<file path="config.mk">
export PLATFORM = sky130hd
export DESIGN_NAME = crossing_sequencer
export DESIGN_NICKNAME = d
export VERILOG_FILES = /design/src/rtl/crossing_sequencer.sv
export SDC_FILE = /design/constraint.sdc
export NUM_CORES = 1
export LEC_CHECK = 0
export ABC_AREA = 1
export CAP_MARGIN = 20
export CELL_PAD_IN_SITES_DETAIL_PLACEMENT = 0
export CELL_PAD_IN_SITES_GLOBAL_PLACEMENT = 1
export CORE_MARGIN = 10
export CORE_UTILIZATION = 37
export DETAILED_ROUTE_END_ITERATION = 16
export MAX_ROUTING_LAYER = met4
export PLACE_DENSITY = 0.78
export SKIP_CTS_REPAIR_TIMING = 1
export SLEW_MARGIN = 20
export SYNTH_ARGS = -nofsm -noshare
export SYNTH_HDL_FRONTEND = slang
export SYNTH_SLANG_ARGS = --single-unit
</file>
<file path="constraint.sdc">
create_clock -name clk -period 2.25 [get_ports clk]
set_clock_uncertainty 0.1 [all_clocks]
set_input_delay 0.5625 -clock clk [delete_from_list [all_inputs] [get_ports clk]]
set_output_delay 0.5625 -clock clk [all_outputs]
set_load 0.05 [all_outputs]
</file>
<file path="src/rtl/crossing_sequencer.sv">
// Pelican crossing controller: sequences car and pedestrian lamps through a safe
// phase order, latches pedestrian requests, enforces minimum car-green and all-red
// clearance, and provides a flashing night mode. All timing is counted in ticks.
module crossing_sequencer #(
   parameter int unsigned CNT_W       = 8,
   parameter int unsigned T_MIN_GREEN = 20,
   parameter int unsigned T_YELLOW    = 4,
   parameter int unsigned T_ALL_RED   = 2,
   parameter int unsigned T_WALK      = 10,
   parameter int unsigned T_CLEAR     = 4
) (
   input  logic       clk,
   input  logic       rst,
   input  logic       tick,
   input  logic       button,
   input  logic       night,
   output logic       green_c,
   output logic       yellow_c,
   output logic       red_c,
   output logic       green_p,
   output logic       yellow_p,
   output logic       red_p,
   output logic       wait_lamp,
   output logic [2:0] phase
);

   localparam logic [2:0] CAR_GO   = 3'd0;
   localparam logic [2:0] CAR_YEL  = 3'd1;
   localparam logic [2:0] ALL_RED1 = 3'd2;
   localparam logic [2:0] PED_WALK = 3'd3;
   localparam logic [2:0] PED_CLR  = 3'd4;
   localparam logic [2:0] ALL_RED2 = 3'd5;
   localparam logic [2:0] NIGHT    = 3'd6;

   // Timer value on the last tick of each phase (a phase of T ticks ends at T-1).
   localparam logic [CNT_W-1:0] GREEN_LAST = CNT_W'(T_MIN_GREEN - 1);
   localparam logic [CNT_W-1:0] YEL_LAST   = CNT_W'(T_YELLOW - 1);
   localparam logic [CNT_W-1:0] RED_LAST   = CNT_W'(T_ALL_RED - 1);
   localparam logic [CNT_W-1:0] WALK_LAST  = CNT_W'(T_WALK - 1);
   localparam logic [CNT_W-1:0] CLR_LAST   = CNT_W'(T_CLEAR - 1);
   localparam logic [CNT_W-1:0] TIMER_MAX  = '1;
   localparam logic [CNT_W-1:0] TIMER_ONE  = CNT_W'(1);

   logic [2:0]       state_q, state_d;
   logic [CNT_W-1:0] timer_q, timer_d;
   logic             req_q, req_d;
   logic             flash_q, flash_d;

   // Phase sequencing; only a tick can move the crossing, except the unused encoding.
   always_comb begin
      state_d = state_q;
      unique case (state_q)
         CAR_GO: begin
            if (tick) begin
               if (night) begin
                  state_d = NIGHT;
               end else if (req_q && (timer_q >= GREEN_LAST)) begin
                  state_d = CAR_YEL;
               end
            end
         end
         CAR_YEL:  if (tick && (timer_q == YEL_LAST))  state_d = ALL_RED1;
         ALL_RED1: if (tick && (timer_q == RED_LAST))  state_d = PED_WALK;
         PED_WALK: if (tick && (timer_q == WALK_LAST)) state_d = PED_CLR;
         PED_CLR:  if (tick && (timer_q == CLR_LAST))  state_d = ALL_RED2;
         ALL_RED2: if (tick && (timer_q == RED_LAST))  state_d = CAR_GO;
         // Leaving night always passes through all-red before cars get green.
         NIGHT:    if (tick && !night)                 state_d = ALL_RED2;
         default:  state_d = CAR_GO;
      endcase
   end

   // Phase timer: restarts on any phase change, counts ticks, saturates.
   always_comb begin
      timer_d = timer_q;
      if (state_d != state_q) begin
         timer_d = '0;
      end else if (tick && (timer_q != TIMER_MAX)) begin
         timer_d = timer_q + TIMER_ONE;
      end
   end

   // Request latch: cleared in night, reloaded from the button on walk entry.
   always_comb begin
      req_d = req_q | button;
      if ((state_q == NIGHT) || (state_d == NIGHT)) begin
         req_d = 1'b0;
      end else if ((state_d == PED_WALK) && (state_q != PED_WALK)) begin
         req_d = button;
      end
   end

   // Night flash: starts dark on entry, toggles each tick while in night.
   always_comb begin
      flash_d = flash_q;
      if ((state_d == NIGHT) && (state_q != NIGHT)) begin
         flash_d = 1'b0;
      end else if ((state_q == NIGHT) && tick) begin
         flash_d = ~flash_q;
      end
   end

   // State registers with synchronous reset.
   always_ff @(posedge clk) begin
      if (rst) begin
         state_q <= CAR_GO;
         timer_q <= '0;
         req_q   <= 1'b0;
         flash_q <= 1'b0;
      end else begin
         state_q <= state_d;
         timer_q <= timer_d;
         req_q   <= req_d;
         flash_q <= flash_d;
      end
   end

   // Lamp decode straight from the state register; unused encoding shows all red.
   always_comb begin
      green_c  = 1'b0;
      yellow_c = 1'b0;
      red_c    = 1'b0;
      green_p  = 1'b0;
      yellow_p = 1'b0;
      red_p    = 1'b0;
      unique case (state_q)
         CAR_GO: begin
            green_c = 1'b1;
            red_p   = 1'b1;
         end
         CAR_YEL: begin
            yellow_c = 1'b1;
            red_p    = 1'b1;
         end
         PED_WALK: begin
            red_c   = 1'b1;
            green_p = 1'b1;
         end
         PED_CLR: begin
            red_c    = 1'b1;
            yellow_p = 1'b1;
         end
         NIGHT: begin
            yellow_c = flash_q;
            yellow_p = flash_q;
         end
         default: begin
            red_c = 1'b1;
            red_p = 1'b1;
         end
      endcase
   end

   assign wait_lamp = req_q;
   assign phase     = state_q;

endmodule

</file>
=== Word level (Yosys, flattened, before mapping) ===
Index checks and enable logic that the tools add are counted.

* Logic and storage cells: 57
* Register bits: 13

* Magnitude comparators: 1
* Equal/unequal tests: 15
* Add/sub/neg operators: 1
* Reductions and logical operators: 17
* Bitwise operators: 2
* Muxes and demuxes: 17

{| class="wikitable"
|+ Operators with widths
! cell !! count
|-
| 3-bit two-way mux || 9
|-
| 3-bit case mux with 7 select lines || 1
|-
| 3-bit equality test, second input constant || 4
|-
| 3-bit by 2-bit equality test with 1-bit output, second input constant || 3
|-
| 1-bit logical AND || 9
|-
| 8-bit by 1-bit adder with 8-bit output, second input constant || 1
|-
| 8-bit by 1-bit equality test with 1-bit output, second input constant || 1
|-
| 8-bit by 2-bit equality test with 1-bit output, second input constant || 1
|-
| 8-bit by 4-bit equality test with 1-bit output, second input constant || 1
|-
| 8-bit by 5-bit greater-or-equal comparator with 1-bit output, second input constant || 1
|-
| 8-bit inequality test, second input constant || 1
|-
| 2-bit OR reduction || 3
|-
| 3-bit OR reduction || 2
|-
| 1-bit two-way mux || 5
|-
| 1-bit case mux with 2 select lines || 2
|-
| 3-bit by 1-bit equality test with 1-bit output, second input constant || 1
|-
| 3-bit zero test || 1
|-
| 3-bit by 2-bit inequality test with 1-bit output, second input constant || 1
|-
| 3-bit inequality test || 1
|-
| 3-bit inequality test, second input constant || 1
|-
| 1-bit zero test || 1
|-
| 1-bit logical OR || 1
|-
| 1-bit inverter || 1
|-
| 1-bit OR || 1
|}

=== Longest topological paths before layout ===
Gate-level depths: netlist of run 1.

* Word-level depth: 9
* Depth in mapped cells: 13
* Mapped depth without buffers: 13

=== Least setup slack after synthesis of run 1 ===
Ideal clock, no wire load.

* Path type: register -> output
* From: register state_q[0], in the netlist phase[0]
* To: output port red_p
* Path buffers: 0
* Stages on the path, launching flop included: 4
* Setup slack: -0.164 ns
* Required time: 1.587 ns
* Arrival: 1.752 ns
* Path through: dfxtp_1 > inv_2 > nor3_4 > nor2_1

* Word-level cells in the longest chain between the ends: 3
* Elaborated cells on any way between the ends: 5
* Classes of those cells: 3 x eq/ne; 1 x mux; 1 x reduce/logical

{| class="wikitable"
|+ Ends and longest elaborated chain
! item !! RTL line !! text
|-
| start, declared || 44 || <nowiki>logic [2:0] state_q, state_d;</nowiki>
|-
| start signal, assigned || 111 || <nowiki>state_q <= state_d;</nowiki>
|-
| 3-bit equality test / 3-bit by 2-bit equality test with 1-bit output (equally long branches) || 126 || <nowiki>unique case (state_q)</nowiki>
|-
| 3-bit OR reduction (no source line) (*) || n/a ||
|-
| 1-bit two-way mux (*) || 126 ||
|-
| end, declared || 22 || <nowiki>output logic red_p,</nowiki>
|}

Every way passes the cells marked *; elsewhere a longest branch is shown, timed or not.

=== Worst setup path after layout of run 1 ===
* From: register state_q[1], in the netlist phase[1]
* To: output port phase[1]

{| class="wikitable"
|+ RTL lines
! item !! RTL line !! text
|-
| end, declared || 24 || <nowiki>output logic [2:0] phase</nowiki>
|}

No word-level cell between the ends.

==> qor.txt, run 1 <==
Run status: complete, no violations
Vias in the first global route: 1,023
Max Slew Vio Count: 0
RSZ-0062 raised after global routing: false
Initial antenna violation count: 0
Final setup viols: 0
Antenna Violating Nets Remaining: 0
Row cnt: 19
Pin count of the biggest net entering global routing: 11
Nets@finish: 199
Inst Count DP: 218
Number of flops mapped to enable cells by yosys: 0
Post-DP HPWL: 2110 um
Worst Path Max Fanout: 6
Post-synthesis average cell area: 6.19 sq um
DIE WIDTH: 72.9 um
Minimum clock period after layout: 2.14 ns
Critical Path End Type: primary output
Syn_nets: 174
Type of the worst setup path: reg -> out
Yosys warnings: 0
Commonest non-fill, non-tap cell in the layout: nand2_1
Initial Util: 38.1%
IO Port Bufs: 14
Main synth FF type: dfxtp_1
Fin worst setup slack: 0.112 ns
Seq cells post-synth: 13
Fin cells: 222
Deepest level of the CTS H-tree: 1
Clk pin slew, worst setup/hold paths: 0.07 ns
Root buf cell: clkbuf_4
Synthesized area: 1030 sq um
GR Util All Layers: 10.1%
Most frequent cells in the layout: nand2_1, nor2_1, inv_1
Sequential fraction of the synthesis area: 25.2%
Register share of total power: 38.4%
Antenna cells: 0
Max_slew headroom: 66.7%
Internal: 408 uW
Top post-synthesis cells by area: dfxtp_1, nand2_1, nor2_1
Total grt overflow: 0
Iteration-0 DRC Markers: 53
Area of the core: 2710 sq um
CTS Buf Count: 3
Synth cell types: 27
Leakage: 0.000616 uW
Post-synth top area share: 25.2%
Critical path launch point type: register
Pwr Density: 500 nW/um^2
Hold Fails Final Rpt: 0
Max incr delay on CP: 0.82 ns
Area of the die: 5310 sq um
Worst vdd ir: 356 uV
Required time worst endpoint: 1.59 ns
Max-Cap Viols: 0
Crit-path cells: clkdlybuf4s50_1
First-pass GRT wire length: 4320 um
Maximum clock rate: 468 MHz
Clock Latency Late Sink: 0.27 ns
Comb pwr share: 40.2%
Post-Route WL: 2530 um
Power share of the clock group: 21.4%
Layout cells sized above 1: 26.2%
WP buf/inv: 1
Fin crit share: 95.0%
CTS tree: done
Least-Margin Pin Slew: 0.499 ns
Ys async rst share: 0%
Vias post-DR: 1,056
Yosys top cell by area: dfxtp_1
Num ports: 15
Switching share of power: 38.3%
Max clock buf depth: 2
Area Overhead vs Synth: 28.0%
Placement Setup Slack: -0.0872 ns
Die height: 72.9 um
DRC Markers: 0
Worst Hold Class: reg -> reg
Synth Instances: 167
Placer Congestion: 0.881
Wire per inst: 11.4 um
Number of vias per cell: 4.76
Slowest cell on the critical path: clkdlybuf4s50_1
CP arrival: 1.48 ns
Clock sink count: 13
Crit-path leading delay family: buffers and inverters
Switching power: 254 uW
Drt pass-1 iters: 4
-- sequential cells by signal, indices dropped and copies added (netlist names) --
signal / count
wait_lamp: 1
flash_q: 1
timer_q: 8
phase: 3
-- metrics by stage --
step                      hold slack (ns)  setup TNS (ns)  util, %  power (uW)  cell area [sq um]
after detailed placement            0.454          -0.626     47.7         528               1290
after floorplan                     0.428               0        -         434               1040
final                               0.453               0     48.8         661               1320
after global placement              0.425          -0.331     47.7         527               1290
after global routing                0.526               0     48.8         705               1320
after CTS                           0.474               0     48.7         672               1320
-- layout make-up --
| type | count | area [sq um] |
|---|---|---|
| well taps | 31 | 38.8 |
| flip-flops and latches | 13 | 263 |
| clock buffers | 4 | 26.3 |
| fillers | 285 | 1390 |
| inverters | 32 | 123 |
| multi-input cells | 120 | 639 |
| repair buffers | 22 | 233 |
-- cell families (layout without fill, tap and decap cells) --
group / after synthesis / in the layout / share of synthesized area, %
fa+ha+maj: 2 / 2 / 2.42
simple gates: 102 / 102 / 48.5
compound gates: 10 / 10 / 5.33
buf+inv: 34 / 58 / 13.4
xor+xnor: 6 / 6 / 5.08
flops: 13 / 13 / 25.2
-- cell usage after synthesis (2+ instances only) --
cell type  count
xor2_1         5
nand3_2        2
a21oi_1        4
inv_1         21
nand2_1       44
nor2_1        24
o21ai_0        3
nor2_2         5
nand2_2        5
nand4_1        5
ha_1           2
inv_2         10
nand3_1       10
nor3_1         2
dfxtp_1       13
-- per-layer routing --
layer  part of all wire (%)  global-route usage [%]  wire length [um]  vias to the layer above
met5                      0                       -                 0                        -
met4                    1.6                    3.59                40                        0
met1                     44                    10.5              1110                      473
li1                       -                       -                 -                      560
met3                    2.3                    1.77                58                        7
met2                     52                    18.6              1330                       16
-- power by group through the flow --
| stage | Clock [uW] | Sequential, uW | Combinational (uW) |
|---|---|---|---|
| 6_report | 141 | 254 | 266 |
| 5_1_grt | 160 | 256 | 289 |
| 2_1_floorplan | 0 | 280 | 153 |
| 4_1_cts | 148 | 254 | 269 |
| 3_3_place_gp | 0 | 259 | 268 |
| 3_5_place_dp | 0 | 260 | 268 |
-- path summary, 6_finish.rpt --
| kind | from | to | slack, ns | depth (start not counted) |
|---|---|---|---|---|
| worst max-delay path | phase[1]$_SDFF_PP0_ | phase[1] | 0.11 | 1 |
| worst min-delay path | wait_lamp$_SDFF_PP0_ | wait_lamp$_SDFF_PP0_ | 0.45 | 2 |
| worst max register to register | timer_q[1]$_SDFFE_PP0P_ | timer_q[4]$_SDFFE_PP0P_ | 0.30 | 9 |
| worst min register to register | wait_lamp$_SDFF_PP0_ | wait_lamp$_SDFF_PP0_ | 0.45 | 2 |
(Power assumes the default switching activity.)
==> run 2, diff against run 1 <==
--- a/config.mk
+++ b/config.mk
@@ -6,7 +6,6 @@
 export NUM_CORES = 1
 export LEC_CHECK = 0
 export ABC_AREA = 1
-export CAP_MARGIN = 20
 export CELL_PAD_IN_SITES_DETAIL_PLACEMENT = 0
 export CELL_PAD_IN_SITES_GLOBAL_PLACEMENT = 1
 export CORE_MARGIN = 10
==> constraint.sdc (replaced) <==
create_clock -name clk -period 2.25 [get_ports clk]
set_clock_uncertainty 0.1 [all_clocks]
set_input_delay 0.675 -clock clk [delete_from_list [all_inputs] [get_ports clk]]
set_output_delay 0.675 -clock clk [all_outputs]
set_load 0.05 [all_outputs]
==> run 2 against run 1 <==
  * Sequential cell count stayed put
  * Final cell count up 1.4%
  * Worst setup slack better by 0.019 ns
  * Via count up 2.0%
  * Critical path depth rose by 6
  * Power is 3.7% higher
  * Utilization is 1.7 points higher
  * Sequential share of layout area down 0.58 points
  * First-iteration DRC count increased by 55%
  * Fmax increased by 0.89%
  * Non-clock buffer count is 3 higher
  * Largest cell class unchanged
  * Largest power group unchanged
==> qor.txt, run 2 (synthesis results as in run 1) <==
Run status: complete, no violations
R2R Path End: timer_q[7]$_SDFFE_PP0P_
Pwr Density: 501 nW/um^2
Switching power: 264 uW
Total grt overflow: 0
Reg2reg start: timer_q[0]$_SDFFE_PP0P_
Hold Slack: 0.452 ns
DIE WIDTH: 72.9 um
Crit-path cells: inv_2 > nand2_2 > nor2_4 > inv_1 > o21ai_0 > inv_1 > buf_4
Antenna cells: 0
Area of the die: 5310 sq um
Critical path launch point type: register
Hold path depth: 2
Vias post-DR: 1,077
Max clock buf depth: 2
IO Port Bufs: 14
Nets@finish: 202
CP startpoint: phase[0]$_SDFF_PP0_
Most frequent cells in the layout: nand2_1, inv_1, nor2_1
Minimum clock period after layout: 2.12 ns
Pin count of the biggest net entering global routing: 11
Clock Latency Late Sink: 0.27 ns
Max Slew Vio Count: 0
Reg2Reg Depth: 8
DRC Markers: 0
Clk pin slew, worst setup/hold paths: 0.08 ns
Max_slew headroom: 73.2%
Setup total negative slack: 0 ns
Hold Path End: wait_lamp$_SDFF_PP0_
Most frequent CP cell: inv_1
Maximum clock rate: 472 MHz
Required time worst endpoint: 1.47 ns
Fin crit share: 94.2%
Die height: 72.9 um
Worst hold start: wait_lamp$_SDFF_PP0_
GR Util All Layers: 10.7%
Worst Path Max Fanout: 5
Worst Hold Class: reg -> reg
Biggest register: timer_q
Root buf cell: clkbuf_4
CP arrival: 1.34 ns
Critical Path End Type: primary output
Hold Fails Final Rpt: 0
CTS Buf Count: 3
Clock sink count: 13
First-pass GRT wire length: 4510 um
Finished Cell Area: 1370 sq um
Placed Area: 1320 sq um
Leakage: 0.000650 uW
Placer Congestion: 0.881
Num ports: 15
Comb pwr share: 41.6%
Initial antenna violation count: 0
Internal: 421 uW
RSZ-0062 raised after global routing: false
Power Total: 686 uW
Vias in the first global route: 1,066
Final setup viols: 0
Least-Margin Pin Slew: 0.398 ns
Antenna Violating Nets Remaining: 0
Power share of the clock group: 21.3%
Commonest non-fill, non-tap cell in the layout: nand2_1
Area of the core: 2710 sq um
Max incr delay on CP: 0.35 ns
Number of vias per cell: 4.79
Wire per inst: 11.4 um
Switching share of power: 38.5%
CTS tree: done
Initial Util: 38.1%
Row cnt: 19
Iteration-0 DRC Markers: 82
Post-DP HPWL: 2100 um
Drt pass-1 iters: 5
Inst Count DP: 221
Area Overhead vs Synth: 32.4%
Register share of total power: 37.1%
Slowest cell on the critical path: dfxtp_2
Layout cells sized above 1: 31.4%
Deepest level of the CTS H-tree: 1
Fin cells: 225
R2R setup slack: 0.29 ns
Max-Cap Viols: 0
Post-Route WL: 2560 um
Type of the worst setup path: reg -> out
Worst vdd ir: 317 uV
Largest register FFs: 8
==> run 2: changes by cell type in the layout (fill, tap and decap cells not counted), sizes merged <==
cell	previous run	this run
buf	15	21
dlymetal6s2s	0	1
clkdlybuf4s50	7	3
==> run 2: power groups by stage <==
stage               clock, uW  sequential (uW)  combinational (uW)
CTS                       152              254                 283
global placement            0              259                 282
global route              162              257                 310
floorplan                   0              281                 153
detailed placement          0              260                 282
finish                    146              254                 285
==> run 2: how the worst max path moves through the flow <==
stage | cells past startpoint | to
finish | 7 | red_c
global route | 7 | red_c
global placement | 11 | timer_q[3]$_SDFFE_PP0P_
floorplan | 3 | red_p
detailed placement | 11 | timer_q[7]$_SDFFE_PP0P_
CTS | 7 | red_c
==> run 2: cell type report <==
class / instances / area (sq um)
multi-input cells: 120 / 654
inverters: 32 / 123
flip-flops and latches: 13 / 264
fillers: 281 / 1340
repair buffers: 25 / 263
clock buffers: 4 / 26.3
well taps: 31 / 38.8
==> run 2: routing by layer <==
layer  up-vias  track usage (%)  part of all wire [%]
li1        567                -                     -
met1       480             11.3                    45
met2        22             18.6                    51
met3         8             1.90                   2.4
met4         0             5.70                   1.6
met5         -                -                     0
==> run 2: worst max-delay path, delay by kind of cell (launching register included) <==
kind            cells  cell delay, ns
flops               1            0.35
compound gates      1            0.07
simple gates        2            0.22
buf+inv             4            0.42
==> run 2: metrics by stage <==
stage,util [%],setup slack [ns]
global placement,48.8,-0.160
detailed placement,48.8,-0.191
finish,50.5,0.131
global route,50.5,0.00813
CTS,49.8,-0.0373
floorplan,-,0.0525
